===== config.mk =====
export PLATFORM = sky130hd
export DESIGN_NAME = register_file_mp
export DESIGN_NICKNAME = d
export VERILOG_FILES = /design/src/rtl/register_file_mp.sv
export SDC_FILE = /design/constraint.sdc
export NUM_CORES = 2
export LEC_CHECK = 0
export CORE_ASPECT_RATIO = 0.75
export CORE_UTILIZATION = 45
export CTS_CLUSTER_SIZE = 30
export DETAILED_ROUTE_END_ITERATION = 10
export SLEW_MARGIN = 0
export SYNTH_ARGS = -nofsm -noshare
export SYNTH_HDL_FRONTEND = slang
export SYNTH_SLANG_ARGS = --single-unit

===== constraint.sdc =====
create_clock -name clk -period 55 [get_ports clk]
set_input_delay 8.25 -clock clk [delete_from_list [all_inputs] [get_ports clk]]
set_output_delay 8.25 -clock clk [all_outputs]
set_load 0.01 [all_outputs]

===== src/rtl/register_file_mp.sv =====
// Multi-port register file with write-to-read bypass and a busy scoreboard.
// Two writeback lanes (lane 1 wins on conflict), NUM_RD combinational reads.
module register_file_mp #(
    parameter int DATA_W   = 32,
    parameter int DEPTH    = 32,
    parameter int NUM_RD   = 2,
    parameter int ZERO_REG = 1,
    parameter int BYPASS   = 1,
    localparam int ADDR_W  = $clog2(DEPTH)
) (
    input  logic                     clk,
    input  logic                     reset,
    input  logic                     wr0_en,
    input  logic [ADDR_W-1:0]        wr0_addr,
    input  logic [DATA_W-1:0]        wr0_data,
    input  logic                     wr1_en,
    input  logic [ADDR_W-1:0]        wr1_addr,
    input  logic [DATA_W-1:0]        wr1_data,
    input  logic                     issue_en,
    input  logic [ADDR_W-1:0]        issue_dest,
    input  logic [NUM_RD*ADDR_W-1:0] rd_addr,
    output logic [NUM_RD*DATA_W-1:0] rd_data,
    output logic [NUM_RD-1:0]        rd_busy,
    output logic                     any_busy
);

    localparam logic ZR = (ZERO_REG != 0);
    localparam logic BP = (BYPASS != 0);

    logic [DATA_W-1:0] regs_q [DEPTH];
    logic [DEPTH-1:0]  busy_q, busy_d;
    logic              wr0_ok, wr1_ok, iss_ok;

    assign wr0_ok = wr0_en && !(ZR && wr0_addr == '0);
    assign wr1_ok = wr1_en && !(ZR && wr1_addr == '0);
    assign iss_ok = issue_en && !(ZR && issue_dest == '0);

    // Lane 1 is written last so it wins a same-address collision.
    always_ff @(posedge clk or posedge reset) begin
        if (reset) begin
            for (int k = 0; k < DEPTH; k++) regs_q[k] <= '0;
        end else begin
            if (wr0_ok) regs_q[wr0_addr] <= wr0_data;
            if (wr1_ok) regs_q[wr1_addr] <= wr1_data;
        end
    end

    // Issue applied after the clears: the newer producer keeps the reg busy.
    always_comb begin
        busy_d = busy_q;
        if (wr0_en) busy_d[wr0_addr] = 1'b0;
        if (wr1_en) busy_d[wr1_addr] = 1'b0;
        if (iss_ok) busy_d[issue_dest] = 1'b1;
        if (ZR) busy_d[0] = 1'b0;
    end

    always_ff @(posedge clk or posedge reset) begin
        if (reset) busy_q <= '0;
        else       busy_q <= busy_d;
    end

    assign any_busy = |busy_q;

    for (genvar i = 0; i < NUM_RD; i++) begin : g_rd
        logic [ADDR_W-1:0] a;
        logic [DATA_W-1:0] d;
        logic              b;

        assign a = rd_addr[i*ADDR_W +: ADDR_W];

        always_comb begin
            d = regs_q[a];
            b = busy_q[a];
            if (BP && wr1_en && wr1_addr == a) begin
                d = wr1_data;
                b = 1'b0;
            end else if (BP && wr0_en && wr0_addr == a) begin
                d = wr0_data;
                b = 1'b0;
            end
            if ((ZR && a == '0) || reset) begin
                d = '0;
                b = 1'b0;
            end
        end

        assign rd_data[i*DATA_W +: DATA_W] = d;
        assign rd_busy[i] = b;
    end

endmodule


==> impl_metrics.csv <==
group,metric,value,unit
run_status,status,"completed",
clock_network,postCtsResizedCells,0,
worst_setup_path,path_class,"input pin to output port",
global_routing,grt_start_max_net_pins,165,
synth,yosysUniqueCellTypes,64,
layout,final_core_util,0.501,
synth,synth-edff-count,0,
clock_network,cts_max_level,3,
detailed_routing,viasPerCell,7.13,
synth,ys.flop_type,"dfrtp_1",
layout,syn_to_final_growth,9.83,%
synth,synth.area.top_cells,"dfrtp_1, mux4_2, mux2i_1, nand2_1, nor2_1",
place,place_ws,33.70,ns
synth,synthCells,6667,
clock_network,clk_pin_slew,0.06,ns
die,num_io_pins,161,
synth,yosysTopAreaCellShare,0.396,
detailed_routing,drc_errors,0,
hold_path,hold_end,"regs_q[1019]$_DFF_PP0_",
timing,setup_viol,0,
layout,num-fill-cells,13023,
timing,rsz0062_at_grt,"no",
synth,synth_area_leader_cell,"dfrtp_1",
timing,fmax,46.3,MHz
worst_setup_path,worstPathMaxFanout,46,
pwr,vdd_drop_max,24.2,uV
pwr,p_per_area,36.6,nW/um^2
timing,period_share,0.393,
clock_network,hold_buffers,0,
clock_network,clock-root-buffer,"clkbuf_16",
timing,finalHoldViolations,0,
worst_setup_path,reg2regPathDepth,2,
synth,syn_avg_cell_area,9.99,sq um
run,drv_cap,0,
clock_network,cts_setup_buffers,0,
hold_path,min_path_cells,0,
worst_setup_path,end_kind,"output port",
pwr,p_clk_frac,0.318,
worst_setup_path,reg2reg_to,"regs_q[278]$_DFF_PP0_",
synth,synth.ff_latch_count,1055,
place,dp.final_hpwl,173000,um
clock_network,insertion_delay,0.76,ns
die,placementRows,121,
layout,layout_commonest_cell,"dfrtp_1",
pwr,pwr-share-seq,0.427,
pwr,p_leak,32.7,nW
worst_setup_path,reg2reg_from,"regs_q[278]$_DFF_PP0_",
global_routing,grt_pass1_wl,432000,um
pwr,p_switching,0.850,mW
detailed_routing,drt-total-wl,309000,um
timing,fin_skew,0,ns
place,gp_congestion,0.953,
timing,tns,0,ns
worst_setup_path,arrival,13.36,ns
synth,ys.warnings.count,0,
hold_path,hold_class,"register to register",
global_routing,overflow,0,
layout,multi_input_area,37100,sq um
detailed_routing,drt-initial-drc-count,10454,
detailed_routing,antenna_left,0,
die,die_w,446,um
detailed_routing,avgRoutedWirePerCell,37.0,um
timing,min_period,21.61,ns
worst_setup_path,required,46.75,ns
synth,synthesis.nets,6761,
worst_setup_path,start_kind,"input pin",
synth,yosysSeqAreaShare,0.396,
detailed_routing,via_count,59611,
detailed_routing,firstDrtPassIters,10,
worst_setup_path,ff2ff_setup_slack,54.05,ns
synth,synthesis.area,66600,sq um
layout,seq_area,26400,sq um
clock_network,cts_buffers,109,
die,die_area,150000,sq um
timing,worstMarginPinSlew,1.36,ns
hold_path,hp-start,"regs_q[1019]$_DFF_PP0_",
die,initial_core_util,0.456,
die,die_y,335,um
layout,layout-drive-gt1-share,0.170,
pwr,p_sw_frac,0.317,
clock_network,cts_num_sinks,1055,
die,core-area,146000,sq um
clock_network,cts_tree,"built",
global_routing,grt_usage,0.408,
layout,final_cell_mix,"dfrtp_1, nand2_1, mux2i_1, nor2_1, mux4_2",
place,io_buffers,160,
global_routing,antenna_found_initial,21,
global_routing,grt_pass1_vias,55805,
pwr,combPwrFrac,0.254,
pwr,intPower,1.83,mW
layout,layout.nets,6366,
timing,setup_ws,33.39,ns
clock_network,clockBufferDepth,3,
timing,drv_slew,0,
synth,async_flop_share,1.00,
timing,slew_headroom,0.0910,
Yosys cell counts, drive strengths merged (2+ instances only):
cell type	instances
a21oi	461
mux2i	766
o22ai	19
nand3b	3
nor2b	41
nand4	4
and3b	4
a31oi	181
o2111ai	17
o32ai	14
nand2b	7
xnor2	4
a211o	17
mux4	490
a32oi	8
a22oi	282
nor2	655
a221oi	2
or3	5
nor4	11
xor2	16
nand3	42
nand2	961
a2111oi	18
dfrtp	1055
or2	7
buf	265
nor3	9
and3	19
and2	6
o21ai	497
a32o	28
or3b	5
clkbuf	596
nor3b	7
a211oi	31
a22o	2
mux2	89
inv	14
worst max path at each step:
| stage | slack [ns] | depth (start not counted) | from | to |
|---|---|---|---|---|
| after floorplan | 12.14 | 6 | reset | rd_data[45] |
| after global placement | 33.63 | 10 | rd_addr[9] | rd_data[52] |
| after detailed placement | 33.70 | 10 | rd_addr[9] | rd_data[38] |
| after CTS | 33.71 | 10 | rd_addr[9] | rd_data[40] |
| after global routing | 33.50 | 11 | rd_addr[9] | rd_data[42] |
| final | 33.39 | 11 | rd_addr[9] | rd_data[42] |
power groups by stage:
| stage | clock [mW] | combinational, mW | sequential [mW] |
|---|---|---|---|
| after floorplan | 0 | 0.514 | 1.09 |
| after global placement | 0 | 0.651 | 1.13 |
| after detailed placement | 0 | 0.667 | 1.14 |
| after CTS | 0.851 | 0.669 | 1.13 |
| after global routing | 0.882 | 0.730 | 1.16 |
| final | 0.853 | 0.681 | 1.15 |
routing by layer:
layer | GRT usage | part of all wire | vias to the layer above
li1 | - | - | 23415
met1 | 0.529 | 0.36 | 29306
met2 | 0.549 | 0.40 | 5536
met3 | 0.177 | 0.16 | 1348
met4 | 0.268 | 0.078 | 6
met5 | 0.000648 | 0.00015 | -
area by class of cell:
class / instances / area share
timing repair buffer: 355 / 0.0434
tap: 1968 / 0.0336
clock inverter: 57 / 0.0117
antenna: 20 / 0.000684
multi-input combinational: 4737 / 0.506
sequential: 1055 / 0.361
clock buffer: 151 / 0.0426
inverter: 14 / 0.000821
flip-flops by register name (all words and copies together) (netlist names):
| signal | count |
|---|---|
| busy_q | 31 |
| regs_q | 1024 |
critical path: stages:
cell and delay, ns:
buf_6 0.30, buf_4 0.65, buf_4 0.93, xor2_1 0.21
nor4_1 0.07, and3_2 0.36, nor2_4 0.51, buf_4 0.46
o2111ai_1 0.20, a21oi_1 0.60, clkdlybuf4s50_1 0.67
per-stage QoR:
step | cell area, sq um | cells | total power, mW | hold WS [ns]
2_1_floorplan | 66600 | 6667 | 1.60 | 0.441
6_report | 73200 | 8357 | 2.68 | 0.395
3_5_place_dp | 69200 | 8129 | 1.81 | 0.382
3_3_place_gp | 69200 | 8129 | 1.79 | 0.378
4_1_cts | 73100 | 8337 | 2.65 | 0.399
5_1_grt | 73200 | 8350 | 2.77 | 0.407
cell families (layout without fill, tap and decap cells):
group / Yosys count / in the layout / synth area share
compound gates: 1584 / 1584 / 0.141
xor+xnor: 20 / 20 / 0.00263
buf+inv: 875 / 577 / 0.0561
flops: 1055 / 1055 / 0.396
mux: 1345 / 1345 / 0.296
other cells: 0 / 20 / 0
simple gates: 1788 / 1788 / 0.108
No activity file was read; power rests on OpenSTA's default activity.
